$ cat src/rtl/sbox_subbytes_seq_pkg.sv
// Shared AES SubBytes definitions: FSM encoding, byte widths and GF(2^8) helpers
// used by the sequencer and the shared S-box.
package sbox_subbytes_seq_pkg;

  localparam int AES_BYTE_W      = 8;
  localparam int AES_STATE_BYTES = 16;

  typedef enum logic [1:0] {
    ST_IDLE = 2'd0,
    ST_RUN  = 2'd1,
    ST_DONE = 2'd2
  } state_e;

  function automatic logic [7:0] rotl8(input logic [7:0] x, input int k);
    return 8'((x << k) | (x >> (8 - k)));
  endfunction

  function automatic logic [7:0] xtime(input logic [7:0] x);
    return {x[6:0], 1'b0} ^ (x[7] ? 8'h1b : 8'h00);
  endfunction

  function automatic logic [7:0] gf_mul(input logic [7:0] a, input logic [7:0] b);
    logic [7:0] r;
    logic [7:0] s;
    r = 8'h00;
    s = a;
    for (int i = 0; i < 8; i++) begin
      if (b[i]) r = r ^ s;
      s = xtime(s);
    end
    return r;
  endfunction

  // x^254 is the multiplicative inverse in GF(2^8), and maps 0 to 0 as AES requires.
  function automatic logic [7:0] gf_inv(input logic [7:0] x);
    logic [7:0] r;
    logic [7:0] p;
    r = 8'h01;
    p = x;
    for (int i = 1; i < 8; i++) begin
      p = gf_mul(p, p);
      r = gf_mul(r, p);
    end
    return r;
  endfunction

  function automatic logic [7:0] affine_fwd(input logic [7:0] x);
    return x ^ rotl8(x, 1) ^ rotl8(x, 2) ^ rotl8(x, 3) ^ rotl8(x, 4) ^ 8'h63;
  endfunction

  function automatic logic [7:0] affine_inv(input logic [7:0] x);
    return rotl8(x, 1) ^ rotl8(x, 3) ^ rotl8(x, 6) ^ 8'h05;
  endfunction

endpackage

$ cat src/rtl/sbox_subbytes_seq.sv
// Byte-serial SubBytes sequencer: streams the captured state through one external
// S-box, one byte per clock, with a start/busy/done handshake and abort.
module sbox_subbytes_seq
  import sbox_subbytes_seq_pkg::*;
#(
  parameter int NUM_BYTES = AES_STATE_BYTES
) (
  input  logic                            clk,
  input  logic                            reset_n,
  input  logic                            start,
  input  logic                            encrypt,
  input  logic                            abort,
  input  logic [AES_BYTE_W*NUM_BYTES-1:0] state_in,
  output logic [AES_BYTE_W*NUM_BYTES-1:0] state_out,
  output logic                            busy,
  output logic                            done,
  output logic [7:0]                      sbox_addr,
  output logic                            sbox_encrypt,
  input  logic [7:0]                      sbox_data
);

  localparam int W  = AES_BYTE_W * NUM_BYTES;
  localparam int CW = $clog2(NUM_BYTES) + 1;
  localparam logic [CW-1:0] LAST = CW'(NUM_BYTES - 1);

  state_e          state_q, state_d;
  logic [CW-1:0]   cnt_q, cnt_d;
  logic [W-1:0]    work_q, work_d;
  logic [W-1:0]    out_q, out_d;
  logic            mode_q, mode_d;
  logic [W-1:0]    shifted;

  // Substituted byte enters at the top so byte 0 is always the one being looked up.
  if (NUM_BYTES == 1) begin : g_one
    assign shifted = sbox_data;
  end else begin : g_multi
    assign shifted = {sbox_data, work_q[W-1:AES_BYTE_W]};
  end

  always_ff @(posedge clk or negedge reset_n) begin
    if (!reset_n) begin
      state_q <= ST_IDLE;
      cnt_q   <= '0;
      work_q  <= '0;
      out_q   <= '0;
      mode_q  <= 1'b1;
    end else begin
      state_q <= state_d;
      cnt_q   <= cnt_d;
      work_q  <= work_d;
      out_q   <= out_d;
      mode_q  <= mode_d;
    end
  end

  always_comb begin
    state_d = state_q;
    cnt_d   = cnt_q;
    work_d  = work_q;
    out_d   = out_q;
    mode_d  = mode_q;
    unique case (state_q)
      ST_IDLE, ST_DONE: begin
        state_d = ST_IDLE;
        if (start) begin
          work_d  = state_in;
          mode_d  = encrypt;
          cnt_d   = '0;
          state_d = ST_RUN;
        end
      end
      ST_RUN: begin
        // Abort wins even on the last byte; the previous result stays visible.
        if (abort) begin
          cnt_d   = '0;
          state_d = ST_IDLE;
        end else begin
          work_d = shifted;
          cnt_d  = cnt_q + 1'b1;
          if (cnt_q == LAST) begin
            out_d   = shifted;
            state_d = ST_DONE;
          end
        end
      end
      default: state_d = ST_IDLE;
    endcase
  end

  assign busy         = (state_q == ST_RUN);
  assign done         = (state_q == ST_DONE);
  assign sbox_addr    = busy ? work_q[7:0] : 8'h00;
  assign sbox_encrypt = mode_q;
  assign state_out    = out_q;

endmodule

$ cat config.mk
export PLATFORM = sky130hd
export DESIGN_NAME = sbox_subbytes_seq
export DESIGN_NICKNAME = d
export VERILOG_FILES = /design/src/rtl/sbox_subbytes_seq_pkg.sv /design/src/rtl/sbox_subbytes_seq.sv
export SDC_FILE = /design/constraint.sdc
export NUM_CORES = 1
export LEC_CHECK = 0
export ABC_CLOCK_PERIOD_IN_PS = 2300
export CORE_AREA = 2 2 123 245
export DETAILED_ROUTE_END_ITERATION = 8
export DIE_AREA = 0 0 125 247
export GPL_TIMING_DRIVEN = 1
export MAX_ROUTING_LAYER = met4
export PLACE_DENSITY_LB_ADDON = 0.08
export SLEW_MARGIN = 10
export SYNTH_ARGS = -nofsm -noshare
export SYNTH_HDL_FRONTEND = slang
export SYNTH_SLANG_ARGS = --single-unit
$ cat constraint.sdc
create_clock -name clk -period 2.3 [get_ports clk]
set_clock_uncertainty 0.15 [all_clocks]
set_input_delay 0.46 -clock clk [delete_from_list [all_inputs] [get_ports clk]]
set_output_delay 0.46 -clock clk [all_outputs]
set_load 0.01 [all_outputs]
* Word level (Yosys, flattened, before mapping)
Cells that the tools add are included. Widths: inputs -> output; s select.
Word-level totals: flip-flop bits (word level) 264, bits in latches 0, RAM bits 0, bits in read-only memories 0, word-level logic and storage cells 31, memories 0
Operators by class: $add $sub $neg 1, multiply operators 0, div/mod/pow operators 0, $lt $le $gt $ge 0, eq/ne operators 6, shifts and indexed selects 0, mux-type cells 11, bitwise operators 1, reduce and logical (&&, ||, !) cells 7
Operators with widths (number):
- $mux 128 | 2
- $pmux 128 s2 | 1
- $mux 5 | 2
- $pmux 5 s2 | 1
- $mux 8 | 1
- $reduce_and 3->1 | 2
- $add 5x1->5 const B | 1
- $eq 5x4->1 const B | 1
- $mux 2 | 2
- $ne 2x2->1 const B | 2
- $pmux 2 s2 | 1
- $reduce_and 2->1 | 2
- $ne 3x2->1 const B | 1
- $eq 2x1->1 const B | 1
- $eq 2x2->1 const B | 1
- $logic_not 2->1 | 1
- $reduce_bool 2->1 | 1
- $reduce_or 2->1 | 1
- $mux 1 | 1
- $not 1->1 | 1

* Longest topological paths before layout
depth in word-level cells 4, mapped depth 7, depth with buffers taken out 6

* Least setup slack after synthesis
OpenSTA, ideal clock, no wires.
path type register to register, start point register cnt_q[0], end point register out_q[120], in the netlist state_out[120], setup time 0.125 ns, data arrival time 1.766 ns, data required time 2.025 ns, slack 0.259 ns, cell stages (with the launch flop) 8, buffers on the path 2, cell sequence dfrtp_1 > ha_1 > and3_1 > ha_1 > nor3b_2 > buf_2 > buf_4 > mux2_2
On the way: cells in the longest elaborated chain, start to end 2
RTL lines:
- start, declared | RTL line sbox_subbytes_seq.sv:27 | logic [CW-1:0] cnt_q, cnt_d;
- start signal, assigned | RTL line sbox_subbytes_seq.sv:49 | cnt_q <= cnt_d;
- $eq 5x4->1 | RTL line sbox_subbytes_seq.sv:80 | if (cnt_q == LAST) begin
- $reduce_and 3->1 (no source line)
- end signal, assigned | RTL line sbox_subbytes_seq.sv:51 | out_q <= out_d;
- end, declared | RTL line sbox_subbytes_seq.sv:29 | logic [W-1:0] out_q, out_d;
Every way passes these cells. A chain may end at the register's enable or synchronous reset.

* Worst setup path after layout
start point register cnt_q[1], end point register out_q[62], in the netlist state_out[62]
Same word-level chain as after synthesis.

==> flow_metrics.tcl <==
set metrics [dict create \
    synthesis.nets 881 \
    share_of_total_power_in_the_clock_network_pct 32.6 \
    place.port_buffers 279 \
    antenna_violating_nets_post_route 0 \
    cp_data_required_time_ns 2.56 \
    p_leak_nw 7.12 \
    drc_violation_total_after_the_first_tritonroute_iteration 205 \
    internal-power_mw 10.2 \
    std_cell_core_area_um2 29200 \
    synthXorXnorAreaFrac_pct 0 \
    synth_most_common_cell "sky130_fd_sc_hd__mux2_2" \
    synthSimpleGateAreaFrac_pct 1.73 \
    slew_headroom_pct 75.1 \
    dominantRegCellSynth "sky130_fd_sc_hd__dfrtp_1" \
    stdcell_area_um2 16300 \
    root_buffer "sky130_fd_sc_hd__clkbuf_16" \
    synth.top_cells.by_area "sky130_fd_sc_hd__dfrtp_1 (57%), sky130_fd_sc_hd__mux2_2 (35%), sky130_fd_sc_hd__mux2_1 (3.0%)" \
    global_route_wire_length_before_repair_mm 44.4 \
    floorplan.die.width_um 125 \
    yosys.cell_types.count 29 \
    num_io_pins 280 \
    ys_top_cells_by_count "sky130_fd_sc_hd__mux2_2 (354), sky130_fd_sc_hd__dfrtp_1 (263), sky130_fd_sc_hd__mux2_1 (31), sky130_fd_sc_hd__buf_2 (26), sky130_fd_sc_hd__buf_4 (11)" \
    async_flop_share_pct 100 \
    die_height_um 247 \
    finalHoldWorstSlack_ns 0.253 \
    synth-adder-area-share_pct 0.217 \
    largest_family_of_logic_cells_by_synthesized_area "multiplexers" \
    post_synth_instance_area_um2 11500 \
    cts_num_sinks 264 \
    detail_route.first_pass.iterations 4 \
    dpl_cell_area_um2 15100 \
    report.power.total_mw 13.7 \
    run_status "complete, no violations" \
    dp.final_hpwl_mm 19.7 \
    ir_drop_v 0.000578 \
    timing_max_transition_violations_final 0 \
    gr_overflow_total 0 \
    yosys_warnings 0 \
    timing.setup.tns_ns 0 \
    timing.final.crit_period_ns 2.23 \
    h-tree-depth 1 \
    post-synth-top-area-cell "sky130_fd_sc_hd__dfrtp_1" \
    cts-buffers-inserted 26 \
    first_global_vias 7858 \
    floorplan.initialDensity_pct 39.5 \
    maxClockFrequency_mhz 448 \
    synthCells 738 \
    setup_viol 0 \
    share_comb_of_total_power_pct 20.2 \
    gp_congestion 0.811 \
    unrepaired_setup_endpoints_after_global_routing "no" \
    drc 0 \
    post_cts_clock_slew_at_the_launch_and_capture_registers_of_the_worst_setup_and_hold_paths_ns 0.06 \
    syn_area_per_cell_um2 15.6 \
    maxCapViolations 0 \
    tightest_slew_ns 0.373 \
    p_sw_mw 3.55 \
    layout-area-overhead-vs-synth_pct 41.2 \
    synth-edff-count 0 \
    type_of_the_most_critical_hold_path "in2async" \
    power_per_cell_area_nw_per_um2 844 \
    startpoint_type "flip-flop" \
    worstSkewPairLatency_ns 0.53 \
    timing.final.crit_share_pct 97.0 \
    p_seq_share_pct 47.2 \
    finalHoldViolCount 0 \
    grt_max_degree 66 \
    drt-total-wl_mm 28.7 \
    avgRoutedWirePerCell_um 19.9 \
    crit_type "reg2reg" \
    synthDominantCellAreaShare_pct 57.1 \
    power.switching_fraction_pct 25.9 \
    number_of_antenna_violations_at_the_first_check_in_global_routing 0 \
    core.rowCount 89 \
    num_vias 7146 \
    die_area_um2 30900 \
    synth_compound_area_share_pct 0.424 \
    synth_seq_area_share_pct 57.4 \
    num_antenna_cells 0 \
    route.detailed.vias_per_inst 4.96 \
    clock_path_buffers 3 \
    layout.nets 1201 \
    crit_fanout 9 \
    cp_data_arrival_time_ns 2.49 \
    groute.usage.overall_pct 18.5 \
    cts_tree "done" \
    flip_flop_and_latch_count_after_synthesis 264 \
    post_synth_mux_area_share_pct 37.8 \
    final_layout_size_suffix_gt1_share_pct 42.8 \
    setup.worst_path.end_class "flip-flop" \
]
==> worst max-delay path, stage by stage (launching register included) <==
cell	delay, ns
sky130_fd_sc_hd__dfrtp_1	0.40
sky130_fd_sc_hd__ha_2	0.21
sky130_fd_sc_hd__and3_4	0.20
sky130_fd_sc_hd__ha_4	0.13
sky130_fd_sc_hd__nor3b_4	0.22
sky130_fd_sc_hd__buf_12	0.15
sky130_fd_sc_hd__buf_12	0.15
sky130_fd_sc_hd__clkbuf_16	0.17
sky130_fd_sc_hd__mux2_2	0.33
==> layer usage <==
layer	up-vias	global-route usage (%)	routed length, µm
met5	-	-	0
met4	0	4.87	521
met3	28	3.81	1530
met2	192	30.3	14100
met1	3621	23.6	12500
li1	3305	-	-
==> stage by stage <==
stage	setup slack [ns]	util, %	instances
detailed placement	0.00407	51.7	1376
CTS	0.0553	54.9	1429
finish	0.0682	55.7	1442
global placement	0.0262	51.7	1376
floorplan	0.259	-	738
global route	0.00768	55.7	1442
==> sequential cells by signal (all words and copies together) (netlist names) <==
name	cells
state_out	128
cnt_q	5
sbox_encrypt	1
work_q	128
state_q	2
==> power by group through the flow <==
stage | clock network [mW] | registers, mW | logic [mW]
after floorplan | 0 | 6.20 | 1.94
after global placement | 0 | 6.54 | 2.75
after detailed placement | 0 | 6.57 | 2.81
after CTS | 4.63 | 6.49 | 2.82
after global routing | 4.83 | 6.63 | 3.03
final | 4.48 | 6.48 | 2.77
==> cell families after synthesis <==
group	count (synthesis)
AOI/OAI and AO/OA	8
adders and majority gates	2
buffers and inverters	46
DFF	264
muxes	387
and+or+nand+nor	31
==> path summary, 6_finish.rpt <==
kind                                start       endpoint  slack [ns]  cells past startpoint
max in group asynchronous         reset_n     work_q[27]        1.04                      4
min in group clk                work_q[6]      work_q[6]        0.35                      1
worst min register to register  work_q[6]      work_q[6]        0.35                      1
worst max register to register   cnt_q[1]  state_out[62]        0.07                      8
worst min-delay path              reset_n     work_q[89]        0.25                      2
worst max-delay path             cnt_q[1]  state_out[62]        0.07                      8
==> placed cells by master, fill, tap and decap left out, types with 3 or more instances in the layout <==
cell	Yosys	layout
sky130_fd_sc_hd__buf_12	0	21
sky130_fd_sc_hd__clkbuf_8	0	6
sky130_fd_sc_hd__and2_1	9	9
sky130_fd_sc_hd__bufinv_16	0	3
sky130_fd_sc_hd__mux2_1	31	31
sky130_fd_sc_hd__buf_4	11	24
sky130_fd_sc_hd__clkinv_2	0	5
sky130_fd_sc_hd__clkbuf_16	0	33
sky130_fd_sc_hd__nor3b_1	3	3
sky130_fd_sc_hd__nor2b_1	3	3
sky130_fd_sc_hd__clkbuf_1	2	7
sky130_fd_sc_hd__nand3_1	3	3
sky130_fd_sc_hd__dlygate4sd2_1	0	7
sky130_fd_sc_hd__dfrtp_1	263	263
sky130_fd_sc_hd__mux2_2	354	354
sky130_fd_sc_hd__buf_6	5	4
sky130_fd_sc_hd__nand2b_1	3	3
sky130_fd_sc_hd__clkdlybuf4s50_1	0	268
==> timing repair <==
action	4_1_cts	5_1_grt
hold buffers	1	0
gates cloned	0	6
endpoints found under the hold margin	61	0
pin swaps	0	1
resized for setup	17	8
buffers inserted	4	7
endpoints found under the setup margin	10	119
==> area by class of cell <==
type                       instances  area, µm²
clock buffer                      40        785
clock inverter                     8        115
fill                            2397      12900
inverter                           2       15.0
multi-input combinational        428       4670
sequential                       264       6610
tap                              364        455
timing repair buffer             336       3620
(Power assumes the default switching activity.)
